## src/rtl/muldiv_pkg.sv

```systemverilog
// Shared types and constants for the RV32M multiply/divide unit.
package muldiv_pkg;

    typedef enum logic [2:0] {
        OP_MUL    = 3'b000,
        OP_MULH   = 3'b001,
        OP_MULHSU = 3'b010,
        OP_MULHU  = 3'b011,
        OP_DIV    = 3'b100,
        OP_DIVU   = 3'b101,
        OP_REM    = 3'b110,
        OP_REMU   = 3'b111
    } op_e;

    typedef enum logic [1:0] {
        ST_IDLE   = 2'b00,
        ST_CALC   = 2'b01,
        ST_FINISH = 2'b10
    } state_e;

    localparam logic [31:0] DIV0_QUOTIENT = 32'hFFFF_FFFF;
    localparam logic [31:0] OVF_DIVIDEND  = 32'h8000_0000;
    localparam logic [31:0] OVF_DIVISOR   = 32'hFFFF_FFFF;

endpackage

```

## src/rtl/muldiv_if.sv

```systemverilog
// Request/write-back bundle between the execute stage and the multiply/divide unit.
interface muldiv_if #(
    parameter int DATA_WIDTH    = 32,
    parameter int ADDRESS_WIDTH = 5
);
    logic                     START_i;
    logic [2:0]               FUNCT3_i;
    logic [DATA_WIDTH-1:0]    OP_A_i;
    logic [DATA_WIDTH-1:0]    OP_B_i;
    logic [ADDRESS_WIDTH-1:0] RD_ADDR_i;
    logic                     FLUSH_i;
    logic                     BUSY_o;
    logic                     DONE_o;
    logic [DATA_WIDTH-1:0]    RESULT_o;
    logic                     WE_o;
    logic [ADDRESS_WIDTH-1:0] RD_ADDR_o;

    modport master (
        output START_i, FUNCT3_i, OP_A_i, OP_B_i, RD_ADDR_i, FLUSH_i,
        input  BUSY_o, DONE_o, RESULT_o, WE_o, RD_ADDR_o
    );

    modport slave (
        input  START_i, FUNCT3_i, OP_A_i, OP_B_i, RD_ADDR_i, FLUSH_i,
        output BUSY_o, DONE_o, RESULT_o, WE_o, RD_ADDR_o
    );
endinterface

```

## src/rtl/muldiv_div_core.sv

```systemverilog
// One radix-2 restoring-divide step: shift the next dividend bit into the
// partial remainder and subtract the divisor when it fits.
module muldiv_div_core #(
    parameter int DATA_WIDTH = 32
) (
    input  logic [DATA_WIDTH-1:0] rem,
    input  logic [DATA_WIDTH-1:0] quo,
    input  logic [DATA_WIDTH-1:0] divisor,
    output logic [DATA_WIDTH-1:0] rem_next,
    output logic [DATA_WIDTH-1:0] quo_next
);
    logic [DATA_WIDTH:0] trial_s;

    // Trial subtraction; the low bits of the difference are exact because rem < divisor.
    always_comb begin
        trial_s = {rem, quo[DATA_WIDTH-1]};
        if (trial_s >= {1'b0, divisor}) begin
            rem_next = trial_s[DATA_WIDTH-1:0] - divisor;
            quo_next = {quo[DATA_WIDTH-2:0], 1'b1};
        end else begin
            rem_next = trial_s[DATA_WIDTH-1:0];
            quo_next = {quo[DATA_WIDTH-2:0], 1'b0};
        end
    end
endmodule

```

## src/rtl/muldiv_unit.sv

```systemverilog
// Iterative RV32M multiply/divide unit: shift-add multiply and restoring divide, one bit per cycle.
// Defining MULDIV_FAST_MUL_EN computes all multiplies with one combinational product (latency 1).
module muldiv_unit
    import muldiv_pkg::*;
#(
    parameter int DATA_WIDTH    = 32,
    parameter int ADDRESS_WIDTH = 5
) (
    input logic     clk,
    input logic     RST_N_i,
    muldiv_if.slave bus
);
    localparam int CNT_WIDTH = $clog2(DATA_WIDTH);
    localparam logic [CNT_WIDTH-1:0] CNT_LAST = CNT_WIDTH'(DATA_WIDTH - 1);
    localparam logic [CNT_WIDTH-1:0] CNT_ONE  = {{(CNT_WIDTH-1){1'b0}}, 1'b1};
    localparam logic [CNT_WIDTH-1:0] CNT_ZERO = {CNT_WIDTH{1'b0}};

    state_e                   state_r, state_nx_s;
    op_e                      op_s;
    logic [2:0]               op_r;
    logic [ADDRESS_WIDTH-1:0] rd_r, rd_nx_s;
    logic [DATA_WIDTH-1:0]    acc_r, lo_r, opb_r, result_r;
    logic [CNT_WIDTH-1:0]     cnt_r;
    logic                     neg_r, busy_r, done_r, we_r;
    logic                     accept_s, sign_a_s, sign_b_s, neg_s, div0_s, ovf_s, fast_s;
    logic [DATA_WIDTH-1:0]    mag_a_s, mag_b_s, early_result_s, fast_result_s;
    logic [DATA_WIDTH:0]      mul_sum_s;
    logic [DATA_WIDTH-1:0]    div_rem_s, div_quo_s, step_acc_s, step_lo_s, step_result_s;

    function automatic logic [DATA_WIDTH-1:0] mul_pick(input logic [2:0] op,
                                                       input logic [2*DATA_WIDTH-1:0] prod,
                                                       input logic neg);
        logic [2*DATA_WIDTH-1:0] p;
        p = neg ? -prod : prod;
        if (op == OP_MUL) mul_pick = p[DATA_WIDTH-1:0];
        else              mul_pick = p[2*DATA_WIDTH-1:DATA_WIDTH];
    endfunction

    function automatic logic [DATA_WIDTH-1:0] div_pick(input logic [2:0] op,
                                                       input logic [DATA_WIDTH-1:0] quo,
                                                       input logic [DATA_WIDTH-1:0] rem,
                                                       input logic neg);
        logic [DATA_WIDTH-1:0] v;
        v = op[1] ? rem : quo;
        div_pick = neg ? -v : v;
    endfunction

    assign accept_s = (state_r == ST_IDLE) && bus.START_i && !bus.FLUSH_i;
    assign rd_nx_s  = accept_s ? bus.RD_ADDR_i : rd_r;

`ifdef MULDIV_FAST_MUL_EN
    logic [2*DATA_WIDTH-1:0] fast_prod_s;
    assign fast_prod_s   = {{DATA_WIDTH{1'b0}}, mag_a_s} * {{DATA_WIDTH{1'b0}}, mag_b_s};
    assign fast_s        = ~bus.FUNCT3_i[2];
    assign fast_result_s = mul_pick(op_s, fast_prod_s, neg_s);
`else
    assign fast_s        = 1'b0;
    assign fast_result_s = {DATA_WIDTH{1'b0}};
`endif

    // Decode an incoming request: operand signs/magnitudes, special cases and the one-cycle result.
    always_comb begin
        op_s     = op_e'(bus.FUNCT3_i);
        sign_a_s = 1'b0;
        sign_b_s = 1'b0;
        case (op_s)
            OP_MUL, OP_MULH, OP_DIV, OP_REM: begin
                sign_a_s = bus.OP_A_i[DATA_WIDTH-1];
                sign_b_s = bus.OP_B_i[DATA_WIDTH-1];
            end
            OP_MULHSU: sign_a_s = bus.OP_A_i[DATA_WIDTH-1];
            default: begin
                sign_a_s = 1'b0;
                sign_b_s = 1'b0;
            end
        endcase
        mag_a_s = sign_a_s ? -bus.OP_A_i : bus.OP_A_i;
        mag_b_s = sign_b_s ? -bus.OP_B_i : bus.OP_B_i;
        neg_s   = (op_s == OP_REM) ? sign_a_s : (sign_a_s ^ sign_b_s);
        div0_s  = bus.FUNCT3_i[2] && (bus.OP_B_i == {DATA_WIDTH{1'b0}});
        ovf_s   = ((op_s == OP_DIV) || (op_s == OP_REM)) &&
                  (bus.OP_A_i == OVF_DIVIDEND) && (bus.OP_B_i == OVF_DIVISOR);
        if (div0_s)     early_result_s = bus.FUNCT3_i[1] ? bus.OP_A_i : DIV0_QUOTIENT;
        else if (ovf_s) early_result_s = bus.FUNCT3_i[1] ? {DATA_WIDTH{1'b0}} : OVF_DIVIDEND;
        else            early_result_s = fast_result_s;
    end

    assign mul_sum_s = {1'b0, acc_r} + (lo_r[0] ? {1'b0, opb_r} : {(DATA_WIDTH+1){1'b0}});

    muldiv_div_core #(.DATA_WIDTH(DATA_WIDTH)) u_div_core (
        .rem      (acc_r),
        .quo      (lo_r),
        .divisor  (opb_r),
        .rem_next (div_rem_s),
        .quo_next (div_quo_s)
    );

    // One iteration step; acc/lo hold product high/low for multiply, remainder/quotient for divide.
    always_comb begin
        if (op_r[2]) begin
            step_acc_s    = div_rem_s;
            step_lo_s     = div_quo_s;
            step_result_s = div_pick(op_r, div_quo_s, div_rem_s, neg_r);
        end else begin
            step_acc_s    = mul_sum_s[DATA_WIDTH:1];
            step_lo_s     = {mul_sum_s[0], lo_r[DATA_WIDTH-1:1]};
            step_result_s = mul_pick(op_r, {step_acc_s, step_lo_s}, neg_r);
        end
    end

    // FSM next-state: special cases and fast multiply skip the iteration phase.
    always_comb begin
        state_nx_s = state_r;
        case (state_r)
            ST_IDLE: begin
                if (accept_s) state_nx_s = (div0_s || ovf_s || fast_s) ? ST_FINISH : ST_CALC;
                else          state_nx_s = ST_IDLE;
            end
            ST_CALC: begin
                if (bus.FLUSH_i)            state_nx_s = ST_IDLE;
                else if (cnt_r == CNT_ZERO) state_nx_s = ST_FINISH;
                else                        state_nx_s = ST_CALC;
            end
            ST_FINISH: state_nx_s = ST_IDLE;
            default:   state_nx_s = ST_IDLE;
        endcase
    end

    // FSM state register.
    always_ff @(posedge clk or negedge RST_N_i) begin
        if (!RST_N_i) state_r <= ST_IDLE;
        else          state_r <= state_nx_s;
    end

    // Datapath and registered outputs; RESULT_o only changes on entry to FINISH.
    always_ff @(posedge clk or negedge RST_N_i) begin
        if (!RST_N_i) begin
            op_r     <= 3'b000;
            rd_r     <= {ADDRESS_WIDTH{1'b0}};
            acc_r    <= {DATA_WIDTH{1'b0}};
            lo_r     <= {DATA_WIDTH{1'b0}};
            opb_r    <= {DATA_WIDTH{1'b0}};
            result_r <= {DATA_WIDTH{1'b0}};
            cnt_r    <= CNT_ZERO;
            neg_r    <= 1'b0;
            busy_r   <= 1'b0;
            done_r   <= 1'b0;
            we_r     <= 1'b0;
        end else begin
            busy_r <= (state_nx_s != ST_IDLE);
            done_r <= (state_nx_s == ST_FINISH);
            we_r   <= (state_nx_s == ST_FINISH) && (rd_nx_s != {ADDRESS_WIDTH{1'b0}});
            rd_r   <= rd_nx_s;
            if (accept_s) begin
                op_r  <= bus.FUNCT3_i;
                acc_r <= {DATA_WIDTH{1'b0}};
                lo_r  <= mag_a_s;
                opb_r <= mag_b_s;
                neg_r <= neg_s;
                cnt_r <= CNT_LAST;
                if (div0_s || ovf_s || fast_s) result_r <= early_result_s;
            end else if ((state_r == ST_CALC) && !bus.FLUSH_i) begin
                acc_r <= step_acc_s;
                lo_r  <= step_lo_s;
                if (cnt_r == CNT_ZERO) result_r <= step_result_s;
                else                   cnt_r    <= cnt_r - CNT_ONE;
            end
        end
    end

    assign bus.BUSY_o    = busy_r;
    assign bus.DONE_o    = done_r;
    assign bus.WE_o      = we_r;
    assign bus.RESULT_o  = result_r;
    assign bus.RD_ADDR_o = rd_r;
endmodule

```

## src/flat_wrapper.sv

```systemverilog
// flat-port wrapper written by rule: the top's interface ports become plain ports
module muldiv_unit_flat import muldiv_pkg::*;
#(
    parameter int DATA_WIDTH    = 32,
    parameter int ADDRESS_WIDTH = 5
)
  (clk, RST_N_i, bus_START_i, bus_FUNCT3_i, bus_OP_A_i, bus_OP_B_i, bus_RD_ADDR_i, bus_FLUSH_i, bus_BUSY_o, bus_DONE_o, bus_RESULT_o, bus_WE_o, bus_RD_ADDR_o);
  muldiv_if #(.DATA_WIDTH(DATA_WIDTH), .ADDRESS_WIDTH(ADDRESS_WIDTH)) bus_i ();
  input logic clk;
  input logic RST_N_i;
  input wire logic [$bits(bus_i.START_i)-1:0] bus_START_i;
  input wire logic [$bits(bus_i.FUNCT3_i)-1:0] bus_FUNCT3_i;
  input wire logic [$bits(bus_i.OP_A_i)-1:0] bus_OP_A_i;
  input wire logic [$bits(bus_i.OP_B_i)-1:0] bus_OP_B_i;
  input wire logic [$bits(bus_i.RD_ADDR_i)-1:0] bus_RD_ADDR_i;
  input wire logic [$bits(bus_i.FLUSH_i)-1:0] bus_FLUSH_i;
  output wire logic [$bits(bus_i.BUSY_o)-1:0] bus_BUSY_o;
  output wire logic [$bits(bus_i.DONE_o)-1:0] bus_DONE_o;
  output wire logic [$bits(bus_i.RESULT_o)-1:0] bus_RESULT_o;
  output wire logic [$bits(bus_i.WE_o)-1:0] bus_WE_o;
  output wire logic [$bits(bus_i.RD_ADDR_o)-1:0] bus_RD_ADDR_o;
  assign bus_i.START_i = bus_START_i;
  assign bus_i.FUNCT3_i = bus_FUNCT3_i;
  assign bus_i.OP_A_i = bus_OP_A_i;
  assign bus_i.OP_B_i = bus_OP_B_i;
  assign bus_i.RD_ADDR_i = bus_RD_ADDR_i;
  assign bus_i.FLUSH_i = bus_FLUSH_i;
  assign bus_BUSY_o = bus_i.BUSY_o;
  assign bus_DONE_o = bus_i.DONE_o;
  assign bus_RESULT_o = bus_i.RESULT_o;
  assign bus_WE_o = bus_i.WE_o;
  assign bus_RD_ADDR_o = bus_i.RD_ADDR_o;
  muldiv_unit #(.DATA_WIDTH(DATA_WIDTH), .ADDRESS_WIDTH(ADDRESS_WIDTH)) u_core (.clk(clk), .RST_N_i(RST_N_i), .bus(bus_i));
endmodule
```

## config.mk

```make
export PLATFORM = sky130hd
export DESIGN_NAME = muldiv_unit_flat
export DESIGN_NICKNAME = d
export VERILOG_FILES = /design/src/rtl/muldiv_pkg.sv /design/src/rtl/muldiv_if.sv /design/src/rtl/muldiv_div_core.sv /design/src/rtl/muldiv_unit.sv /design/src/flat_wrapper.sv
export SDC_FILE = /design/constraint.sdc
export NUM_CORES = 1
export LEC_CHECK = 0
export BUFFER_PORTS_ARGS = -buffer_cell sky130_fd_sc_hd__buf_4
export CORE_MARGIN = 2
export CORE_UTILIZATION = 25
export DETAILED_ROUTE_END_ITERATION = 7
export MAX_ROUTING_LAYER = met4
export PLACE_DENSITY_LB_ADDON = 0.1
export SYNTH_ARGS = -nofsm -noshare
export SYNTH_HDL_FRONTEND = slang
export SYNTH_SLANG_ARGS = --single-unit
```

## constraint.sdc

```tcl
create_clock -name clk -period 8.9 [get_ports clk]
set_input_delay 0.89 -clock clk [delete_from_list [all_inputs] [get_ports clk]]
set_output_delay 0.89 -clock clk [all_outputs]
set_load 0.005 [all_outputs]
```

==> results.md, run 1 <==
| Result | This run |
|:---|:---|
| Run status | complete, no violations |
| Max Cap Viol | 0 |
| Clock sink count | 147 |
| Setup TNS after final layout | 0 ps |
| Cell at the slowest stage of the critical path | sky130_fd_sc_hd__nor4_1 |
| Die area | 66830 sq um |
| Main combinational cell family by area after synthesis | compound AO/OA/AOI/OAI gates |
| First element of the critical path | u_core.acc_r[9] |
| IO buf count | 115 |
| Vertical extent of the die | 258.5 um |
| Router iterations before antenna repair | 5 |
| Weighted congestion at the end of routability-driven global placement | 0.9360 |
| Clock-pin slew of the registers on the worst-case setup and hold paths | 70 ps |
| Power density over the cells | 335.2 nW/um^2 |
| Beginning of the worst register-to-register path | u_core.acc_r[9] |
| Net count after synthesis | 2308 |
| Cell Chain, Critical Path | ha_1, a21oi_1, o21ai_1, a221oi_4, a2111oi_4, nor2_2, buf_4, a31oi_1, ha_1, a21boi_0, o31a_1, nand3_1, nor4_1, nand4_1, o21ai_0, xnor2_1, a211oi_1 |
| Total vias in the final route | 16699 |
| Transition time at the pin with the least slew margin | 1239 ps |
| Final critical-path share of the clock period | 65.65% |
| Arrival time of the worst setup path | 6250 ps |
| Remaining max-slew budget at the tightest pin | 16.65% |
| Distinct cells, synth | 110 |
| Number of buffers inserted by post-CTS setup repair | 0 |
| Count of nets left with antenna violations after detail routing | 0 |
| Buffers from clock root to sink, at most | 2 |
| Antenna violations before repair | 1 |
| Total routing resource utilization after global routing | 22.83% |
| Count of mapped cells out of synthesis | 2160 |
| Remaining global-route overflow | 0 |
| Total of warnings raised by yosys | 0 |
| Async S/R FF share, synth | 100.0% |
| Post-synth EDFFs | 0 |
| Startpoint kind of the worst setup timing path | register |
| Pins over their slew limit | 0 |
| Met1 layer usage reported by global route | 29.79% |
| Fraction of final layout cells with drive strength greater than 1 | 11.11% |
| Layout area overhead | 12.35% |
| Area of the mapped netlist | 16190 sq um |
| Slowest Stage Delay on Critical Path | 790 ps |
| Post-CTS Hold Buffers | 0 |
| Number of register bits inferred by synthesis | 147 |
| Met3 usage | 3.101% |
| Critical path required time | 9310 ps |
| Most common flop cell mapped by yosys | sky130_fd_sc_hd__dfrtp_1 |
| Final setup slack of the worst path | 3057 ps |
| CTS buffer count | 17 |
| Worst-case clock skew | 16.44 ps |
| Proportion of synthesized area in mux cells | 4.126% |
| Later-pin clock latency in the skew report | 500 ps |
| Achievable clock frequency | 0.1712 GHz |
| Leakage component of the power | 7.378 nW |
| Pwr Total | 6.099 mW |
| Total number of H-tree levels | 4 |
| Min-Delay Path Class | in2async |
| Routed Wire Length | 74220 um |
| Sequential fraction of the synthesis area | 22.71% |
| Count of unresolved DRC violations after routing | 0 |
| Xor and xnor area share after synthesis | 10.28% |
| Unrepaired setup endpoints after global routing | no |
| IR drop worst, VDD | 164.4 uV |
| Clock tree from TritonCTS | yes |
| Maximum fanout along the worst path | 31 |
| Nets | 2323 |
| Vias in the first global route | 16160 |
| Simple-gate share of the synthesized area | 21.53% |
| Gates resized, CTS repair | 0 |
| Type of the worst setup path | reg2reg |
| Area share of fa/ha/maj cells after synthesis | 5.656% |
| Detailed placer's ending HPWL | 57820 um |
| Top-level I/O count | 116 |
| Core Rows | 93 |
| Avg Synthesized Cell Area | 7.497 sq um |
| Effective utilization at floorplan | 25.21% |
| Most heavily used metal layer in global routing | met2 |
| Setup-violating endpoint count in the final report | 0 |
| Count of routing violations after the opening detailed-route iteration | 1413 |
| Post-synthesis compound-gate area fraction | 29.03% |
| Core outline area | 64230 sq um |
| Largest net degree at the start of global routing | 88 |
| Cell chosen for the clock root | sky130_fd_sc_hd__clkbuf_16 |
| Routed wire per std cell | 24.38 um |
| Final hold vios | 0 |
| Critical Path Sink Type | register |
| Setup slack at placement | 3186 ps |
| Global Route met2 Usage | 36.51% |
| Avg Vias per Cell | 5.486 |
| Most numerous cell on the critical path | sky130_fd_sc_hd__ha_1 |
| Final period demand of the worst path | 5843 ps |
| Wire length of the first global-routing pass | 110000 um |
| Chip width | 258.5 um |
==> flip-flops by register name (all words and copies together), names as in the netlist <==
register,flops
u_core.op_r,3
u_core.acc_r,32
u_core.bus.WE_o,1
u_core.cnt_r,5
u_core.lo_r,32
u_core.bus.DONE_o,1
u_core.state_r,2
u_core.bus.BUSY_o,1
u_core.opb_r,32
u_core.bus.RESULT_o,32
u_core.neg_r,1
u_core.bus.RD_ADDR_o,5
==> through the flow <==
step / utilization (%) / instances / hold WS, ps / instance area, sq um
2_1_floorplan: - / 2160 / 462.8 / 16190
3_3_place_gp: 27.44 / 3011 / 476.7 / 17630
3_5_place_dp: 27.44 / 3011 / 483.5 / 17630
4_1_cts: 28.32 / 3043 / 498.7 / 18190
5_1_grt: 28.32 / 3043 / 508.8 / 18190
6_report: 28.33 / 3044 / 451.7 / 18200
==> worst paths after layout <==
kind / endpoint / slack (ps) / cells past startpoint
max reg2reg: u_core.bus.RESULT_o[28] / 3060 / 17
min in group clk: u_core.bus.RESULT_o[0] / 490 / 1
min reg2reg: u_core.bus.RESULT_o[0] / 490 / 1
max: u_core.bus.RESULT_o[28] / 3060 / 17
min: u_core.bus.RESULT_o[4] / 450 / 1
max in group asynchronous: u_core.op_r[2] / 6790 / 2
==> area by class of cell <==
cell class | count | area (sq um)
clock buffers | 17 | 425.4
diodes | 1 | 2.502
repair buffers | 143 | 1077
fillers | 7117 | 46040
multi-input cells | 1774 | 11450
clock inverters | 15 | 138.9
inverters | 92 | 345.3
well taps | 855 | 1070
flip-flops and latches | 147 | 3685
==> cell usage in the layout, fill, tap and decap left out, types with 7 or more instances in the layout <==
cell type,instances
sky130_fd_sc_hd__nand2b_1,10
sky130_fd_sc_hd__o211ai_1,63
sky130_fd_sc_hd__and3_1,17
sky130_fd_sc_hd__or4_1,9
sky130_fd_sc_hd__o21ai_1,17
sky130_fd_sc_hd__or3_1,29
sky130_fd_sc_hd__a21boi_0,8
sky130_fd_sc_hd__a221oi_1,7
sky130_fd_sc_hd__a22o_1,14
sky130_fd_sc_hd__nand2_1,287
sky130_fd_sc_hd__nand3_1,35
sky130_fd_sc_hd__o21ai_0,210
sky130_fd_sc_hd__o21a_1,15
sky130_fd_sc_hd__a211oi_1,18
sky130_fd_sc_hd__a31oi_1,36
sky130_fd_sc_hd__xnor2_1,114
sky130_fd_sc_hd__buf_4,142
sky130_fd_sc_hd__nor3_1,44
sky130_fd_sc_hd__dfrtp_1,144
sky130_fd_sc_hd__nand4_1,32
sky130_fd_sc_hd__a21oi_1,158
sky130_fd_sc_hd__and2_1,48
sky130_fd_sc_hd__clkbuf_16,17
sky130_fd_sc_hd__nor4_1,18
sky130_fd_sc_hd__ha_1,70
sky130_fd_sc_hd__mux2i_1,60
sky130_fd_sc_hd__o31ai_1,32
sky130_fd_sc_hd__inv_1,90
sky130_fd_sc_hd__o41ai_1,15
sky130_fd_sc_hd__a211o_1,8
sky130_fd_sc_hd__o21bai_1,7
sky130_fd_sc_hd__a21o_1,22
sky130_fd_sc_hd__nor2_1,142
sky130_fd_sc_hd__xor2_1,76
sky130_fd_sc_hd__a41oi_1,7
==> critical path: cells and delay by family, from the launching register on <==
family | cells | cell delay [ps]
flip-flops | 1 | 490
adder cells (fa/ha/maj) | 2 | 730
XOR/XNOR | 1 | 110
AO/OA/AOI/OAI | 9 | 2710
buffers and inverters | 1 | 290
AND/OR/NAND/NOR | 4 | 1430
==> kinds of logic after synthesis <==
group | count (synthesis)
AO/OA/AOI/OAI | 721
XOR/XNOR | 190
buffers and inverters | 239
AND/OR/NAND/NOR | 725
multiplexers | 66
adder cells (fa/ha/maj) | 72
flip-flops | 147
==> cells in the mapped netlist (all sizes together), types with 5 or more instances <==
master	instances	area [sq um]
a211oi	18	135.1
and3	18	113.9
and4	8	75.07
xnor2	114	998.5
dfrtp	147	3679
nor3	45	225.2
o21bai	8	63.81
or4	11	87.58
nand3	36	185.2
o21ai	230	1162
a41oi	7	61.31
o31ai	34	274.0
nand2	289	1095
nand4	32	200.2
mux2i	60	600.6
nor2	144	543.0
o21a	15	112.6
inv	91	341.6
or2	6	37.54
or3b	5	43.79
mux2	6	67.56
and2	50	315.3
a21oi	160	808.3
or3	33	219.0
buf	21	160.2
a211o	9	80.08
a221oi	8	87.59
a21o	22	165.2
a21boi	8	60.06
nor4	19	125.1
o211ai	65	498.0
xor2	76	665.6
clkbuf	126	574.3
a31oi	36	225.2
a22o	14	122.6
ha	70	875.8
o2111ai	6	52.55
nand2b	10	62.56
o41ai	16	158.9
==> metal layers <==
layer / up-vias / part of all wire [%] / wire length, um
li1: 7877 / - / -
met1: 8273 / 46 / 34160
met2: 461 / 47 / 34930
met3: 88 / 4.2 / 3101
met4: 0 / 2.7 / 2031
met5: - / 0 / 0
==> report_power, final <==
| part | switching, mW | total [mW] | leakage [nW] | internal, mW |
|---|---|---|---|---|
| registers | 0.306 | 1.12 | 1.87 | 0.819 |
| logic | 2.78 | 4.24 | 5.24 | 1.45 |
| clock network | 0.372 | 0.738 | 0.265 | 0.367 |
(Power assumes the default switching activity.)
==> run 2: changes to the inputs <==
--- a/config.mk
+++ b/config.mk
@@ -5,6 +5,7 @@
 export SDC_FILE = /design/constraint.sdc
 export NUM_CORES = 1
 export LEC_CHECK = 0
+export ABC_AREA = 1
 export BUFFER_PORTS_ARGS = -buffer_cell sky130_fd_sc_hd__buf_4
 export CORE_MARGIN = 2
 export CORE_UTILIZATION = 25
==> constraint.sdc (replaced) <==
create_clock -name clk -period 5.2 [get_ports clk]
set_input_delay 0.52 -clock clk [delete_from_list [all_inputs] [get_ports clk]]
set_output_delay 0.52 -clock clk [all_outputs]
set_load 0.005 [all_outputs]
==> run 2 against run 1 <==
Total power up 91%; sequential share of layout area decreased by 1.8 points; non-clock buffer count grew 19; highest routed layer unchanged.
==> results.md, run 2 <==
| Result | This run | Delta |
|:---|:---|:---|
| Post-CTS Hold Buffers | 0 | unchanged |
| Number of cells in the design after placement | 3960 | +32% |
| Cell chosen for the clock root | sky130_fd_sc_hd__clkbuf_16 |  |
| CTS buffer count | 17 | unchanged |
| Remaining global-route overflow | 0 | unchanged |
| Chip width | 268.6 um | +3.9% |
| Type of the worst setup path | reg2reg |  |
| Most common library cell in the layout ignoring fill and taps | sky130_fd_sc_hd__nand2_1 |  |
| Total of warnings raised by yosys | 0 | unchanged |
| Wire length of the first global-routing pass | 134400 um | +22% |
| Count of unresolved DRC violations after routing | 0 | unchanged |
| Area fraction of the dominant cell type after synthesis | 21.02% | -1.7 points |
| Routed wire per std cell | 23.23 um | -4.7% |
| Count of nets left with antenna violations after detail routing | 0 | unchanged |
| Routed Wire Length | 92750 um | +25% |
| Worst-case clock skew | 24.60 ps | +8.166 ps |
| Top-level I/O count | 116 | unchanged |
| Clock-pin slew of the registers on the worst-case setup and hold paths | 70 ps | about the same |
| Total vias in the final route | 20818 | +25% |
| Core Rows | 96 | +3.2% |
| Min-Delay Path Class | in2async |  |
| Area of the multi-input gates | 11840 sq um | +3.4% |
| Net count after synthesis | 3123 | +35% |
| Total number of H-tree levels | 4 | unchanged |
| Pins over their slew limit | 0 | unchanged |
| Startpoint kind of the worst setup timing path | register |  |
| Achievable clock frequency | 0.2069 GHz | +21% |
| Setup-violating endpoint count in the final report | 0 | unchanged |
| Setup slack at placement | 534.0 ps | -2652 ps |
| Vertical extent of the die | 268.6 um | +3.9% |
| Transition time at the pin with the least slew margin | 1301 ps | +62.25 ps |
| Non-filler cells in the finished layout | 3993 | +31% |
| Area of the mapped netlist | 17500 sq um | +8.0% |
| IO buf count | 115 | unchanged |
| Pwr Total | 11.65 mW | +91% |
| Async S/R FF share, synth | 100.0% | unchanged |
| Arrival time of the worst setup path | 5180 ps | -1070 ps |
| Final period demand of the worst path | 4833 ps | -1009 ps |
| Number of register bits inferred by synthesis | 147 | unchanged |
| Slowest Stage Delay on Critical Path | 800 ps | about the same |
| Worst Reg-to-Reg Cells | 18 | +1 |
| Beginning of the worst register-to-register path | u_core.lo_r[0] |  |
| Count of routing violations after the opening detailed-route iteration | 2096 | +48% |
| Cell Chain, Critical Path | nand2_1, inv_1, ha_1, a21oi_1, o21ai_0, a21oi_1, nand2_1, xnor2_1, nand2_1, nor2_1, inv_1, o21ai_0, xor2_1, o21ai_0, nand2_1, nand2_1, o21ai_1, a21oi_1 |  |
| Critical path required time | 5550 ps | -3760 ps |
| Leakage component of the power | 10.30 nW | +40% |
| Setup TNS after final layout | 0 ps | unchanged |
| Remaining max-slew budget at the tightest pin | 13.16% | -3.5 points |
| Critical Path Sink Type | register |  |
| Final cell utilization of the core | 29.01% | +0.68 points |
| Summed area of non-filler cells in the final layout | 20000 sq um | +9.9% |
| Area taken by flip-flops and latches | 3681 sq um | -0.10% |
| Fraction of final layout cells with drive strength greater than 1 | 9.539% | -1.6 points |
| Total routing resource utilization after global routing | 26.42% | +3.6 points |
| Clock sink count | 147 | unchanged |
| Most common flop cell mapped by yosys | sky130_fd_sc_hd__dfrtp_1 |  |
| Largest area contributor in the synthesized netlist | sky130_fd_sc_hd__dfrtp_1 |  |
| Worst-case hold slack | 116.1 ps | -335.6 ps |
| Most numerous cell on the critical path | sky130_fd_sc_hd__nand2_1 |  |
| Weighted congestion at the end of routability-driven global placement | 0.9798 | +4.7% |
| Avg Synthesized Cell Area | 5.881 sq um | -22% |
| Vias in the first global route | 19897 | +23% |
| Antenna violations before repair | 3 | +2 |
| Router iterations before antenna repair | 7 | +2 |
| IR drop worst, VDD | 333.0 uV | +100% |
| Worst path buffer plus inverter count | 2 | +1 |
| Later-pin clock latency in the skew report | 510 ps | about the same |
| Clock tree from TritonCTS | yes |  |
| Largest net degree at the start of global routing | 148 | +68% |
| Most used cells in the layout excluding fill and tap cells | sky130_fd_sc_hd__nand2_1 (904), sky130_fd_sc_hd__inv_1 (397), sky130_fd_sc_hd__nor2_1 (278), sky130_fd_sc_hd__nand3_1 (260), sky130_fd_sc_hd__a21oi_1 (189) |  |
| Final setup slack of the worst path | 366.5 ps | -2691 ps |
| Family of cells with the greatest summed delay on the critical path | compound AO/OA/AOI/OAI gates |  |
| Maximum fanout along the worst path | 18 | -42% |
| Core outline area | 68950 sq um | +7.3% |
| Effective utilization at floorplan | 25.38% | +0.17 points |
| Unrepaired setup endpoints after global routing | no |  |
| Max Cap Viol | 0 | unchanged |
| Buffers from clock root to sink, at most | 2 | unchanged |
| Cell area reported after detailed placement | 19430 sq um | +10% |
| Worst flop-to-flop path endpoint | u_core.bus.RESULT_o[16] |  |
| Die area | 72120 sq um | +7.9% |
| Sequential fraction of the synthesis area | 21.02% | -1.7 points |
| Count of mapped cells out of synthesis | 2975 | +38% |
| Most instantiated cells after synthesis | sky130_fd_sc_hd__nand2_1 (904), sky130_fd_sc_hd__inv_1 (398), sky130_fd_sc_hd__nor2_1 (284) |  |
| Most common cell in the synthesized netlist | sky130_fd_sc_hd__nand2_1 |  |
| Detailed placer's ending HPWL | 75020 um | +30% |
| Gates resized, CTS repair | 0 | unchanged |
| Power density over the cells | 582.3 nW/um^2 | +74% |
| Run status | complete, no violations |  |
| Final critical-path share of the clock period | 92.95% | +27 points |
| Post-synth EDFFs | 0 | unchanged |
| Worst-case register-to-register setup slack | 370 ps | -2690 ps |
| Number of buffers inserted by post-CTS setup repair | 0 | unchanged |
| Final hold vios | 0 | unchanged |
| Synth area leaders | sky130_fd_sc_hd__dfrtp_1 (21%), sky130_fd_sc_hd__nand2_1 (19%), sky130_fd_sc_hd__inv_1 (8.5%) |  |
| Avg Vias per Cell | 5.214 | -5.0% |
| Layout fillers | 7947 | +12% |
| Nets | 3196 | +38% |
| Distinct cells, synth | 53 | -52% |
| Cell at the slowest stage of the critical path | sky130_fd_sc_hd__dfrtp_1 |  |
| Layout area overhead | 14.31% |  |
-- run 2: changes by cell type after synthesis, moves of 43 or more --
cell                       previous run  this run
sky130_fd_sc_hd__xnor2_1            114        24
sky130_fd_sc_hd__mux2i_1             60         0
sky130_fd_sc_hd__and2_1              49         6
sky130_fd_sc_hd__o211ai_1            63        10
sky130_fd_sc_hd__o21ai_0            210       156
sky130_fd_sc_hd__nand3_1             35       260
sky130_fd_sc_hd__nor2_1             143       284
sky130_fd_sc_hd__inv_1               90       398
sky130_fd_sc_hd__nand2_1            287       904
-- run 2: worst max path at each step --
stage,cells after the start,start,slack (ps),to
5_1_grt,18,u_core.lo_r[0],50,u_core.bus.RESULT_o[16]
3_3_place_gp,19,u_core.lo_r[0],520,u_core.bus.RESULT_o[16]
3_5_place_dp,19,u_core.lo_r[0],530,u_core.bus.RESULT_o[16]
6_report,18,u_core.lo_r[0],370,u_core.bus.RESULT_o[16]
2_1_floorplan,21,u_core.lo_r[0],1910,u_core.bus.RESULT_o[16]
4_1_cts,18,u_core.lo_r[0],530,u_core.bus.RESULT_o[16]
-- run 2: where the power goes --
part / internal, mW / leakage (nW) / switching, mW
Combinational: 2.38 / 8.18 / 5.92
Clock: 0.678 / 0.280 / 0.622
Sequential: 1.43 / 1.84 / 0.607
-- run 2: cells by family (layout without fill, tap and decap cells) --
family	Yosys count	in the layout	share of synthesized area [%]
AOI/OAI and AO/OA	495	495	16.93
other	0	1	0
adders and majority gates	72	72	5.235
DFF	147	147	21.02
and+or+nand+nor	1659	1659	40.73
xor gates and xnor gates	91	91	4.555
buffers and inverters	511	597	11.53
-- run 2: layout make-up --
cell class                      instances  area share (%)
Sequential cell                       147           18.40
Antenna cell                            1         0.01251
Multi-Input combinational cell       2317           59.19
Inverter                              403           7.570
Clock buffer                           19           2.215
Clock inverter                         13          0.6256
Timing Repair Buffer                  162           6.162
Tap cell                              931           5.824
-- run 2: routing by layer --
| metal | share of wire (%) | wire length (um) | vias to the layer above | GRT usage, % |
|---|---|---|---|---|
| met3 | 7.6 | 7083 | 131 | 5.808 |
| met1 | 46 | 43030 | 9980 | 35.84 |
| li1 | - | - | 9902 | - |
| met5 | 0 | 0 | - | - |
| met4 | 4.1 | 3799 | 0 | 10.78 |
| met2 | 42 | 38840 | 805 | 37.71 |
